<file path="config.mk">
export PLATFORM = sky130hd
export DESIGN_NAME = seq_chunk_adder
export DESIGN_NICKNAME = d
export VERILOG_FILES = /design/src/rtl/seq_chunk_adder_pkg.sv /design/src/rtl/fa.sv /design/src/rtl/rca_chunk.sv /design/src/rtl/seq_chunk_adder.sv
export SDC_FILE = /design/constraint.sdc
export NUM_CORES = 1
export LEC_CHECK = 0
export CAP_MARGIN = 20
export CORE_ASPECT_RATIO = 1.75
export CORE_MARGIN = 2
export CORE_UTILIZATION = 30
export CTS_BUF_LIST = sky130_fd_sc_hd__clkbuf_4 sky130_fd_sc_hd__clkbuf_8 sky130_fd_sc_hd__clkbuf_16
export CTS_CLUSTER_SIZE = 30
export DETAILED_ROUTE_END_ITERATION = 10
export PLACE_DENSITY = 0.52
export SYNTH_ARGS = -nofsm -noshare
export SYNTH_HDL_FRONTEND = slang
export SYNTH_SLANG_ARGS = --single-unit
</file>
<file path="constraint.sdc">
create_clock -name clk -period 3.7 [get_ports clk]
set_input_delay 0.74 -clock clk [delete_from_list [all_inputs] [get_ports clk]]
set_output_delay 0.74 -clock clk [all_outputs]
set_load 0.02 [all_outputs]
</file>
<file path="src/rtl/seq_chunk_adder_pkg.sv">
// Shared definitions for the chunked sequential adder.
// State encoding and a parameter sanity helper.
package seq_chunk_adder_pkg;

    typedef enum logic [1:0] {
        IDLE = 2'd0,
        RUN  = 2'd1,
        DONE = 2'd2
    } state_e;

    // True when CHUNK evenly tiles WIDTH and is in range.
    function automatic bit chunk_ok(input int w, input int c);
        return (c >= 1) && (c <= w) && ((w % c) == 0);
    endfunction

endpackage

</file>
<file path="src/rtl/fa.sv">
// Single-bit full adder cell.
// Building block for the ripple-carry chunk slice.
module fa (
    input  logic a,
    input  logic b,
    input  logic cin,
    output logic s,
    output logic cout
);

    assign s    = a ^ b ^ cin;
    assign cout = (a & b) | (cin & (a ^ b));

endmodule

</file>
<file path="src/rtl/rca_chunk.sv">
// Combinational CHUNK-bit ripple-carry adder.
// Also exposes the carry into its top bit for overflow.
module rca_chunk #(
    parameter int CHUNK = 4
) (
    input  logic [CHUNK-1:0] a,
    input  logic [CHUNK-1:0] b,
    input  logic             cin,
    output logic [CHUNK-1:0] s,
    output logic             cout,
    output logic             c_msb_in
);

    logic [CHUNK:0] c;

    assign c[0] = cin;

    for (genvar i = 0; i < CHUNK; i++) begin : g_bit
        fa u_fa (
            .a    (a[i]),
            .b    (b[i]),
            .cin  (c[i]),
            .s    (s[i]),
            .cout (c[i+1])
        );
    end

    assign cout     = c[CHUNK];
    assign c_msb_in = c[CHUNK-1];

endmodule

</file>
<file path="src/rtl/seq_chunk_adder.sv">
// Multi-cycle adder: WIDTH-bit operands, CHUNK bits per clock.
// Carry is held in a register between chunks; start/done handshake.
module seq_chunk_adder
    import seq_chunk_adder_pkg::*;
#(
    parameter int WIDTH = 16,
    parameter int CHUNK = 4
) (
    input  logic             clk,
    input  logic             rst,
    input  logic             start,
    input  logic [WIDTH-1:0] a,
    input  logic [WIDTH-1:0] b,
    input  logic             cin,
    output logic             busy,
    output logic             done,
    output logic [WIDTH-1:0] sum,
    output logic             cout,
    output logic             overflow
);

    localparam int NCHUNK = WIDTH / CHUNK;
    localparam int IW     = (NCHUNK > 1) ? $clog2(NCHUNK) : 1;
    localparam logic [IW-1:0] LAST = IW'(NCHUNK - 1);

    if (!chunk_ok(WIDTH, CHUNK)) begin : g_param_check
        $error("seq_chunk_adder: WIDTH must be a multiple of CHUNK");
    end

    state_e           state_q, state_d;
    logic [IW-1:0]    idx_q, idx_d;
    logic [WIDTH-1:0] a_q, a_d;
    logic [WIDTH-1:0] b_q, b_d;
    logic             carry_q, carry_d;
    logic [WIDTH-1:0] work_q, work_d;
    logic [WIDTH-1:0] sum_q, sum_d;
    logic             cout_q, cout_d;
    logic             ovf_q, ovf_d;

    logic [31:0]      base;
    logic [CHUNK-1:0] chunk_a;
    logic [CHUNK-1:0] chunk_b;
    logic [CHUNK-1:0] chunk_s;
    logic             chunk_cout;
    logic             chunk_c_msb;

    assign base    = 32'(idx_q) * 32'(CHUNK);
    assign chunk_a = a_q[base +: CHUNK];
    assign chunk_b = b_q[base +: CHUNK];

    rca_chunk #(
        .CHUNK (CHUNK)
    ) u_rca (
        .a        (chunk_a),
        .b        (chunk_b),
        .cin      (carry_q),
        .s        (chunk_s),
        .cout     (chunk_cout),
        .c_msb_in (chunk_c_msb)
    );

    // Next-state: accept in IDLE/DONE, one chunk per RUN cycle.
    always_comb begin
        state_d = state_q;
        idx_d   = idx_q;
        a_d     = a_q;
        b_d     = b_q;
        carry_d = carry_q;
        work_d  = work_q;
        sum_d   = sum_q;
        cout_d  = cout_q;
        ovf_d   = ovf_q;
        unique case (state_q)
            IDLE, DONE: begin
                if (start) begin
                    a_d     = a;
                    b_d     = b;
                    carry_d = cin;
                    idx_d   = '0;
                    work_d  = '0;
                    state_d = RUN;
                end else begin
                    state_d = IDLE;
                end
            end
            RUN: begin
                work_d[base +: CHUNK] = chunk_s;
                carry_d = chunk_cout;
                idx_d   = idx_q + 1'b1;
                if (idx_q == LAST) begin
                    idx_d   = '0;
                    sum_d   = work_d;
                    cout_d  = chunk_cout;
                    ovf_d   = chunk_c_msb ^ chunk_cout;
                    state_d = DONE;
                end
            end
            default: state_d = IDLE;
        endcase
    end

    // State and datapath registers with synchronous reset.
    always_ff @(posedge clk) begin
        if (rst) begin
            state_q <= IDLE;
            idx_q   <= '0;
            a_q     <= '0;
            b_q     <= '0;
            carry_q <= 1'b0;
            work_q  <= '0;
            sum_q   <= '0;
            cout_q  <= 1'b0;
            ovf_q   <= 1'b0;
        end else begin
            state_q <= state_d;
            idx_q   <= idx_d;
            a_q     <= a_d;
            b_q     <= b_d;
            carry_q <= carry_d;
            work_q  <= work_d;
            sum_q   <= sum_d;
            cout_q  <= cout_d;
            ovf_q   <= ovf_d;
        end
    end

    assign busy     = (state_q == RUN);
    assign done     = (state_q == DONE);
    assign sum      = sum_q;
    assign cout     = cout_q;
    assign overflow = ovf_q;

endmodule

</file>
# After elaboration in Yosys (flattened, before gate mapping)
# Index checks and enable logic that the tools add are counted.
# W data, S select, Z words.
[op_classes]
addsub = 2
eq_ne = 5
n_shift = 4
n_mux = 11
bitwise = 21
n_reduce_logical = 6
[ops]
columns = ["cell", "count"]
rows = [
  ["$neg A4 Y34", 1],
  ["$shift A4 B34 Y16 const A", 1],
  ["$shiftx A4 B34 Y16", 1],
  ["$pmux W16 S2", 1],
  ["$shiftx A16 B5 Y4", 2],
  ["$bwmux W16", 1],
  ["$mux W16", 1],
  ["$xor A1 B1 Y1", 9],
  ["$and A1 B1 Y1", 8],
  ["$pmux W2 S2", 2],
  ["$mux W2", 3],
  ["$reduce_and A2 Y1", 3],
  ["$eq A2 B2 Y1 const B", 2],
  ["$or A1 B1 Y1", 4],
  ["$add A2 B1 Y2 const B", 1],
  ["$eq A2 B1 Y1 const B", 1],
  ["$logic_not A2 Y1", 1],
  ["$mux W1", 2],
  ["$ne A2 B1 Y1 const B", 1],
  ["$ne A2 B2 Y1 const B", 1],
  ["$pmux W1 S2", 1],
  ["$reduce_bool A2 Y1", 1],
  ["$reduce_or A2 Y1", 1],
]
[word_totals]
ff_bits = 71
input_bits = 36
elab_cells = 58

# Depth between registers and ports, before layout
# Gate-level depths: netlist of the first run.
[logic_depth]
word_depth = 12
ltp_mapped = 13

# Cells and area by module
# Synthesis of the first run repeated with hierarchy kept, for this count alone.
[hier_totals]
cells_unflattened = 328
hier_area_um2 = 3301.9
[modules_own_cells]
columns = ["module", "instances", "cells_per_inst", "area_each_um2", "seq_area_each_um2"]
rows = [
  ["seq_chunk_adder", 1, 324, 3221.8, 1421.4],
  ["fa", 4, 1, 20.0, 0.0],
]

# Least setup slack after synthesis of the first run
# No wires, ideal clock.
[synth_path]
path_type = "reg2reg"
start = "register idx_q[0]"
end = "register sum_q[7], in the netlist sum[7]"
setup_ns = 0.132
t_arrival_ns = 3.004
setup_slack_ns = 0.564
path_stages_with_launch = 14
n_path_buf = 2
period_less_slack_ns = 3.136
cell_sequence = "dfxtp_1 -> buf_4 -> mux4_2 -> inv_1 -> fa_1 -> inv_1 -> fa_1 -> inv_1 -> fa_1 -> inv_1 -> fa_1 -> clkbuf_1 -> a221oi_1 -> nor3_1"
[synth_via]
elab_chain_len = 11
elab_cells_between_ends = 25
classes_between = "add/sub (1); eq/ne (1); shift (4); mux (1); bitwise (17); reduce/logical (1)"
[synth_lines]
columns = ["item", "line_no", "rtl"]
rows = [
  ["start: declaration", "seq_chunk_adder.sv:31", "logic [IW-1:0] idx_q, idx_d;"],
  ["start signal: assignment", "seq_chunk_adder.sv:116", "idx_q <= idx_d;"],
  ["$shiftx A16 B5 Y4 (on tied branches)", "seq_chunk_adder.sv:48, seq_chunk_adder.sv:49", ""],
  ["$xor A1 B1 Y1", "fa.sv:11, fa.sv:12", ""],
  ["$and A1 B1 Y1", "fa.sv:12", "assign cout = (a & b) | (cin & (a ^ b));"],
  ["$or A1 B1 Y1", "fa.sv:12", ""],
  ["$and A1 B1 Y1", "fa.sv:12", ""],
  ["$or A1 B1 Y1", "fa.sv:12", ""],
  ["$and A1 B1 Y1", "fa.sv:12", ""],
  ["$or A1 B1 Y1", "fa.sv:12", ""],
  ["$xor A1 B1 Y1", "fa.sv:11", "assign s = a ^ b ^ cin;"],
  ["$shiftx A4 B34 Y16", "seq_chunk_adder.sv:87", "work_d[base +: CHUNK] = chunk_s;"],
  ["$bwmux W16", "seq_chunk_adder.sv:87", ""],
  ["end signal: assignment", "seq_chunk_adder.sv:121", "sum_q <= sum_d;"],
  ["end: declaration", "seq_chunk_adder.sv:36", "logic [WIDTH-1:0] sum_q, sum_d;"],
]
# Parallel ways exist; a longest one is shown, timed or not.
# A chain may end at the register's enable or synchronous reset.

# Worst setup path in the final report of the first run
[layout_path]
start = "register idx_q[0]"
end = "register sum_q[11], in the netlist sum[11]"
# The elaborated chain is that of the path after synthesis.

==> results by group, run 1 <==
Route
  • WL/cell: 14.9 um
  • Initial DRC count: 91
  • Antenna Violating Nets Remaining: 0
  • Post-route DRC: 0
  • Drt total wl: 7800 um
  • Routed via count: 2580
  • Vias per cell: 4.92
  • DRT Pass-1 Iters: 4

Final layout
  • Ant. Diodes: 0
  • Layout Nets: 438
  • Fraction of layout cells with a size suffix above 1: 0.103
  • Area growth from synthesis to layout: 31.0%
  • Post-route insts no fill: 524
  • FILL cells: 1104

Floorplanning
  • # IOs: 56
  • Core Rows: 49
  • Die ar.: 11200 um2
  • Starting Density: 0.306
  • Die Width: 81.0 um
  • Die Height: 139 um
  • Placeable Area: 10200 um2

Clocking
  • Hold_buf cts: 0
  • Postcts setup bufs: 0
  • CTS max path bufs: 2
  • CTS tree: built
  • Post-CTS sizing: 0
  • Clock sinks: 71
  • Clock slew at reported path FFs: 50 ps
  • Root Buffer Master: clkbuf_16
  • H-tree levels: 3
  • Inserted Clock Buffers: 9
  • Clk_lat worst skew: 340 ps

GRT
  • Remaining Overflow, GRT: 0
  • Vias in the first global route: 2540
  • First-pass GRT wire length: 12600 um
  • Initial antenna violation count: 0
  • Largest net degree at the start of global routing: 37
  • Global-route usage over all layers: 0.149

Timing
  • Fmax: 0.312 GHz
  • Fin crit share: 0.866
  • Pins Over Slew Limit: 0
  • Unrepaired setup endpoints after global routing: no
  • Clock skew: 4.89 ps
  • Slew @ Worst Pin: 641 ps
  • Final Hold Vio Count: 0
  • Fin crit period: 3210 ps
  • Max_slew headroom: 0.571
  • Total Neg Setup Slack: 0 ps
  • Final setup violation count: 0

Synth
  • Post-synth top area share: 0.457
  • Cell variety after synth: 34
  • Largest area contributor in the netlist: dfxtp_1
  • Seq cells post-synth: 71
  • Synth Instances: 345
  • Post-synth EDFFs: 0
  • Sequential-to-total area share from yosys stat: 0.457
  • Cell Area, Synth: 3110 um2
  • Avg Cell Area, Syn: 9.01 um2
  • Cell with the most instances after synthesis: nand2_1
  • Post-Syn Nets: 391
  • Asr flop ratio synth: 0
  • Most frequent cells after synthesis: 72 x nand2_1, 71 x dfxtp_1, 40 x a21oi_1
  • Top cells by area, synth: dfxtp_1 46%, nand2_1 8.7%, a21oi_1 6.4%
  • Dominant synthesized flop cell: dfxtp_1
  • YS warnings: 0

Flow run
  • Max Cap Viol: 0

Hold path
  • HP Start: a_q[10]
  • Hold crit path type: reg -> reg

Status
  • Outcome: finished clean

Power
  • Leak Pwr: 1.49 nW
  • Ratio of total power to cell area: 487 nW/um2
  • VDD IR-drop max: 0.259 mV

Placement
  • Placed cells: 508
  • DPL Wire Length: 5890 um
  • RD Place Congestion: 0.748
  • Port-buffer cells: 55

Worst setup path
  • CP Launch Point: idx_q[0]
  • Critical Setup Path Class: reg -> reg
  • Crit Path Max Fanout: 8
  • Reg-to-Reg Start: idx_q[0]
  • CP Data Arrival Time: 3420 ps
  • Endpoint class of the critical path: register
  • CP required: 3920 ps
  • Worst Setup Start Kind: register
cell families after synthesis:
group,share of synthesized area
compound gates,0.163
xor+xnor,0.00282
fa+ha+maj,0.0499
buf+inv,0.0708
flops,0.457
mux,0.0579
simple gates,0.199
flip-flops by register name, indices dropped and copies added (netlist names):
name / cells
work_q: 16
idx_q: 2
overflow: 1
state_q: 2
sum: 16
b_q: 16
cout: 1
carry_q: 1
a_q: 16
metrics by stage:
step	cell area, um2	power, mW	hold slack, ps	setup slack [ps]	utilization
4_1_cts	4070	2.01	451	469	0.400
2_1_floorplan	3110	0.964	433	564	-
3_5_place_dp	3740	1.06	443	469	0.367
3_3_place_gp	3740	1.05	443	560	0.367
6_report	4070	1.98	448	495	0.400
5_1_grt	4070	2.05	474	268	0.400
final timing paths:
| kind | to | slack, ps | depth (start not counted) |
|---|---|---|---|
| worst max-delay path | sum[11] | 490 | 11 |
| worst min register to register | a_q[10] | 450 | 2 |
| worst max register to register | sum[11] | 490 | 11 |
| worst min-delay path | a_q[10] | 450 | 2 |
power breakdown:
| group | switching (mW) | internal [mW] | total (mW) |
|---|---|---|---|
| logic | 0.127 | 0.0971 | 0.224 |
| clock network | 0.323 | 0.625 | 0.948 |
| registers | 0.0194 | 0.792 | 0.811 |
metal layers:
metal	global-route usage	routed length [um]
met1	0.148	2850
met2	0.277	4470
met3	0.0358	293
met4	0.0749	197
met5	0	0
layout make-up:
class,instances,area [um2],share of cell area
inverters,17,68.8,0.0169
repair buffers,65,621,0.152
clock buffers,11,253,0.0621
multi-input cells,228,1470,0.361
flip-flops and latches,71,1420,0.349
clock inverters,5,80.1,0.0197
well taps,127,159,0.0390
cells in the final DEF (no fill, tap or decap), types with 3 or more instances in the layout:
cell type and n:
nand2_1 72, nor3_1 18, mux4_2 8, a21oi_1 40, a221oi_1 16, clkdlybuf4s50_1 54, nand3_1 10, clkbuf_16 9
inv_1 16, nor2_1 22, dfxtp_1 71, fa_1 4, nor4bb_1 3, buf_4 10, a32o_1 5, ha_1 6
a22o_1 5
critical path, cell delays in order (launching register included):
cell and delay [ps]:
dfxtp_1 560, mux4_2 550, inv_1 90, fa_1 160, inv_1 50, fa_1 360
inv_1 80, fa_1 200, inv_1 70, fa_1 590, a221oi_1 300, nor3_1 80
No activity file was read; power rests on OpenSTA's default activity.
==> inputs of run 2 (changes only) <==
--- a/config.mk
+++ b/config.mk
@@ -12,7 +12,8 @@
 export CTS_BUF_LIST = sky130_fd_sc_hd__clkbuf_4 sky130_fd_sc_hd__clkbuf_8 sky130_fd_sc_hd__clkbuf_16
 export CTS_CLUSTER_SIZE = 30
 export DETAILED_ROUTE_END_ITERATION = 10
-export PLACE_DENSITY = 0.52
+export MAX_ROUTING_LAYER = met4
+export PLACE_DENSITY_LB_ADDON = 0.08
 export SYNTH_ARGS = -nofsm -noshare
 export SYNTH_HDL_FRONTEND = slang
 export SYNTH_SLANG_ARGS = --single-unit
==> run 2 against run 1 <==
- die area stayed put
- largest power group unchanged
- critical path depth is 2 lower
- global-route usage is 1.5 points higher
- largest cell class unchanged
- flip-flop and latch count stayed put
- count of clock-buffer cells in the layout is 2 higher
- power is 4.6% lower
- non-clock buffer count is 1 lower
- wire length is 3.4% higher
- sequential power hardly changed
- clock skew is 1.6 ps higher
- critical path type unchanged
==> results by group, run 2 (synthesis results as in run 1) <==
GRT
  • Initial antenna violation count: 0 (unchanged)
  • Remaining Overflow, GRT: 0 (unchanged)
  • First-pass GRT wire length: 13500 um (was 12600 um)
  • Global-route usage over all layers: 0.164 (was 0.149)
  • Largest net degree at the start of global routing: 46 (was 37)
  • Vias in the first global route: 2584 (was 2540)

Timing
  • Total Neg Setup Slack: 0 ps (unchanged)
  • Fmax: 0.299 GHz (was 0.312 GHz)
  • Fin crit period: 3340 ps (was 3210 ps)
  • Unrepaired setup endpoints after global routing: no (unchanged)
  • Pins Over Slew Limit: 0 (unchanged)
  • Setup WS post-layout: 358 ps (was 495 ps)
  • Clock skew: 6.45 ps (was 4.89 ps)
  • Slew @ Worst Pin: 913 ps (was 641 ps)
  • Fin crit share: 0.903 (was 0.866)
  • Max_slew headroom: 0.391 (was 0.571)
  • Final Hold Vio Count: 0 (unchanged)
  • Hold slack final: 455 ps (was 448 ps)
  • Final setup violation count: 0 (unchanged)

Final layout
  • Post-route insts no fill: 521 (was 524)
  • Multi-input gate area: 1470 um2 (unchanged)
  • Layout Nets: 437 (was 438)
  • Commonest non-fill, non-tap cell in the layout: nand2_1 (unchanged)
  • Ant. Diodes: 0 (unchanged)
  • Commonest non-fill, non-tap cells in the layout: 72 x nand2_1, 71 x dfxtp_1, 54 x clkdlybuf4s50_1 (unchanged)
  • Fraction of layout cells with a size suffix above 1: 0.0964 (was 0.103)
  • Register area: 1420 um2 (unchanged)
  • Area growth from synthesis to layout: 29.4% (was 31.0%)
  • FILL cells: 1103 (was 1104)

Worst setup path
  • Reg2Reg Setup Slack: 360 ps (was 490 ps)
  • Crit Path Max Fanout: 10 (was 8)
  • Worst Setup Start Kind: register (unchanged)
  • Critical Setup Path Class: reg -> reg (unchanged)
  • CP required: 3880 ps (was 3920 ps)
  • Endpoint class of the critical path: register (unchanged)
  • CP Data Arrival Time: 3520 ps (was 3420 ps)

Floorplanning
  • Starting Density: 0.306 (unchanged)
  • Core Rows: 49 (unchanged)
  • Placeable Area: 10200 um2 (unchanged)
  • Die Height: 139 um (unchanged)
  • # IOs: 56 (unchanged)
  • Die ar.: 11200 um2 (unchanged)
  • Die Width: 81.0 um (unchanged)

Clocking
  • Hold_buf cts: 0 (unchanged)
  • Root Buffer Master: clkbuf_16 (unchanged)
  • Inserted Clock Buffers: 9 (unchanged)
  • Clk_lat worst skew: 330 ps (was 340 ps)
  • Clock slew at reported path FFs: 60 ps (was 50 ps)
  • H-tree levels: 3 (unchanged)
  • Clock sinks: 71 (unchanged)
  • Post-CTS sizing: 0 (unchanged)
  • Postcts setup bufs: 0 (unchanged)
  • CTS tree: built (unchanged)
  • CTS max path bufs: 2 (unchanged)

Route
  • Antenna Violating Nets Remaining: 0 (unchanged)
  • WL/cell: 15.5 um (was 14.9 um)
  • Post-route DRC: 0 (unchanged)
  • DRT Pass-1 Iters: 4 (unchanged)
  • Drt total wl: 8070 um (was 7800 um)
  • Vias per cell: 4.97 (was 4.92)
  • Routed via count: 2590 (was 2580)
  • Initial DRC count: 163 (was 91)

Hold path
  • Hold crit path type: reg -> reg (unchanged)

Power
  • VDD IR-drop max: 0.215 mV (was 0.259 mV)
  • Total power: 1.89 mW (was 1.98 mW)
  • Leak Pwr: 1.48 nW (was 1.49 nW)
  • Ratio of total power to cell area: 470 nW/um2 (was 487 nW/um2)

Placement
  • Placed cells: 507 (was 508)
  • Port-buffer cells: 55 (unchanged)
  • Pre-CTS setup slack: 308 ps (was 469 ps)
  • RD Place Congestion: 0.762 (was 0.748)
  • DPL Wire Length: 5950 um (was 5890 um)

Flow run
  • Max Cap Viol: 0 (unchanged)

Status
  • Outcome: finished clean (unchanged)
-- run 2: metrics by stage --
step                      area, um2  utilization
final                          4020        0.395
after global routing           4020        0.395
after CTS                      4020        0.395
after detailed placement       3730        0.367
after global placement         3730        0.367
after floorplan                3110            -
-- run 2: cell type report --
type,instances,area share
repair buffers,64,0.152
flip-flops and latches,71,0.353
inverters,17,0.0171
multi-input cells,228,0.365
well taps,127,0.0395
clock inverters,1,0.00746
clock buffers,13,0.0650
-- run 2: worst paths after layout --
path                  from  endpoint  cells after the start
setup / recovery  idx_q[0]    sum[7]                      9
hold / removal      b_q[1]    b_q[1]                      2
setup reg to reg  idx_q[0]    sum[7]                      9
hold reg to reg     b_q[1]    b_q[1]                      2
-- run 2: metal layers --
metal / vias up / share of wire / routed length, um / track usage
li1: 1287 / - / - / -
met3: 17 / 0.038 / 308 / 0.0313
met1: 1216 / 0.38 / 3050 / 0.177
met4: 0 / 0.027 / 220 / 0.0696
met5: - / 0 / 0 / -
met2: 70 / 0.56 / 4490 / 0.286
-- run 2: worst max-delay path, stage by stage, from the launching register on --
cell and delay [ps]:
dfxtp_1 630, buf_4 270, mux4_2 540, fa_1 440, inv_1 90, fa_1 200, inv_1 60, fa_1 580
a221oi_1 300, nor3_1 80
-- run 2: power by group --
part / internal [mW] / leakage [nW] / switching (mW) / total [mW]
Clock: 0.555 / 0.146 / 0.300 / 0.855
Combinational: 0.0966 / 0.752 / 0.127 / 0.224
Sequential: 0.792 / 0.578 / 0.0204 / 0.812
==> variant, RTL diff (settings of run 2) <==
`CHUNK` is set to 4 in 2 places; all go to 2.
--- a/src/rtl/rca_chunk.sv
+++ b/src/rtl/rca_chunk.sv
@@ -2,5 +2,5 @@
 // Also exposes the carry into its top bit for overflow.
 module rca_chunk #(
-    parameter int CHUNK = 4
+    parameter int CHUNK = 2
 ) (
     input  logic [CHUNK-1:0] a,
--- a/src/rtl/seq_chunk_adder.sv
+++ b/src/rtl/seq_chunk_adder.sv
@@ -5,5 +5,5 @@
 #(
     parameter int WIDTH = 16,
-    parameter int CHUNK = 4
+    parameter int CHUNK = 2
 ) (
     input  logic             clk,
Formal check against the unedited RTL: not equivalent (a bounded check fails within 10 cycles, from zero or initial values and one cycle with rst high).
==> variant against run 2 <==
- routed wire length rose by 28%
- synthesized area rose by 12%
- maximum frequency fell by 0.11%
- hold slack improved by 1.1 ps
- sequential cell count rose by 1
- clock skew rose by 1.4 ps
- worst setup slack got worse by 3.6 ps
- power fell by 0.57%
- combinational power rose by 7%
- first-iteration DRC count fell by 17%
- critical path type unchanged
- cell area rose by 9.5%
==> variant: results (changes against run 2) <==
yosys:
  synth_nets: 446  # was 391
  synthTopCellsByCount: "nand2_1, dfxtp_1, a21oi_1"  # unchanged
  synth_flop_cell: "dfxtp_1"  # unchanged
  synth_async_sr_flop_share_pct: 0  # unchanged
  synth.distinct_cells: 49  # was 34
  seq_area_frac_synth_pct: 41.23  # was 45.71%
  synth_edf_count: 0  # unchanged
  synth.area.top_cells: "dfxtp_1, nand2_1, a21oi_1, mux4_2, o311a_1"  # was dfxtp_1, nand2_1, a21oi_1, mux4_2, a221oi_1
  yosysWarnings: 0  # unchanged
  synth_area_per_cell_um2: 8.718  # was 9.012 um2
clock_network:
  post_cts_buffers: 0  # unchanged
  clkLatencyLatePin_ps: 340
  ctsResizeCount: 0  # unchanged
  clk_pin_slew_ps: 60  # about the same
  numCtsBuffers: 9  # unchanged
  clockBufferDepth: 2  # unchanged
  cts_root_buffer: "clkbuf_16"  # unchanged
  htree_levels: 3  # unchanged
cells_and_area:
  layout.cells.non_filler: 581  # was 521
  drive_gt1_share_pct: 9.417  # was 9.645%
  final_nets: 486  # was 437
  diodes: 0  # unchanged
  n_fill_cell: 1190  # was 1103
global_routing:
  track_usage_pct: 17.40  # was 16.43%
  grt_pass1_wl_mm: 16.26  # was 13.47 mm
  grt_max_degree: 40  # was 46
  antenna_found_initial: 0  # unchanged
  grt_pass1_vias: 3152  # was 2584
run_status:
  status: "finished, final reports clean"  # unchanged
setup_path:
  cp_slowest_cell: "fa_1"  # was dfxtp_1
  cp_max_fo: 8  # was 10
  critPathTopFamily: "simple AND/OR/NAND/NOR gates"  # was adder cells
  critical_path.max_stage_delay_ps: 550  # was 630 ps
  cp.arrival_ps: 3590  # was 3520 ps
drt:
  viasPerCell: 5.411  # was 4.971
  drt-pass1-iter-count: 6  # was 4
  drt_iter0_markers: 135  # was 163
  drt_wl_total_mm: 10.34  # was 8.068 mm
hold_path:
  hold_path_class: "register to register"  # unchanged
sta:
  skew_ps: 7.828  # was 6.447 ps
  tightest_slew_ps: 905.1  # was 912.9 ps
place:
  gp_congestion: 0.8329  # was 0.7615
  place.port_buffers: 55  # unchanged
  dp_slack_ps: 326.7  # was 307.7 ps
  hpwl_mm: 7.287  # was 5.955 mm
  dp.cells: 565  # was 507
power:
  peakVddDrop_mv: 0.2257  # was 0.2153 mV
  p_leak_nw: 1.528  # was 1.475 nW
==> variant: cell types whose count changed in the layout (fill, tap and decap cells not counted), sizes merged, moves of 6 or more <==
cell,delta
a221oi,-16
nand4,+12
inv,-10
nor3,-10
o311a,+9
nor2,-7
nor4b,+7
o311ai,+7
nand3,+6
o21a,+6
==> variant: cell type report <==
type	instances	area [um2]	share of cell area, %
clock inverters	5	32.53	0.7386
multi-input cells	284	1857	42.16
clock buffers	11	246.5	5.597
well taps	135	168.9	3.835
repair buffers	66	628.1	14.26
flip-flops and latches	72	1441	32.73
inverters	8	30.03	0.6818
==> variant: worst min-delay path, cell delays in order (launching register included) <==
cell,delay [ps]
dfxtp_1,310
nand2_1,50
a21oi_1,50
==> variant: path summary, 6_finish.rpt <==
| check | startpoint | cells after the start | end | slack [ps] |
|---|---|---|---|---|
| worst max-delay path | idx_q[0] | 10 | sum[7] | 350 |
| worst min-delay path | a_q[11] | 2 | a_q[11] | 460 |
| worst max register to register | idx_q[0] | 10 | sum[7] | 350 |
| worst min register to register | a_q[11] | 2 | a_q[11] | 460 |
==> variant: power by group <==
group | total [mW] | internal [mW] | switching, mW
combinational | 0.239 | 0.103 | 0.136
clock | 0.821 | 0.477 | 0.344
sequential | 0.821 | 0.800 | 0.0203
==> variant: cell families after synthesis <==
kind of cell,after synthesis,share of synthesized area (%)
fa+ha+maj,9,3.651
mux,10,5.726
simple gates,172,25.84
xor+xnor,1,0.2506
flops,72,41.23
compound gates,92,17.57
buf+inv,45,5.726
==> variant: metrics by stage <==
stage	area [um2]	power [mW]	utilization (%)
2_1_floorplan	3496	0.9833	-
3_5_place_dp	4125	1.080	36.02
4_1_cts	4404	1.907	38.46
3_3_place_gp	4125	1.078	36.02
5_1_grt	4404	1.964	38.46
6_report	4404	1.881	38.46
==> variant: per-layer routing <==
layer  up-vias  routed length [um]  global-route usage (%)
met5         -                   0                       -
met4         0                 210                   7.778
met3        15                 335                   3.090
met2        79                5992                   32.93
met1      1512                3797                   16.64
li1       1538                   -                       -
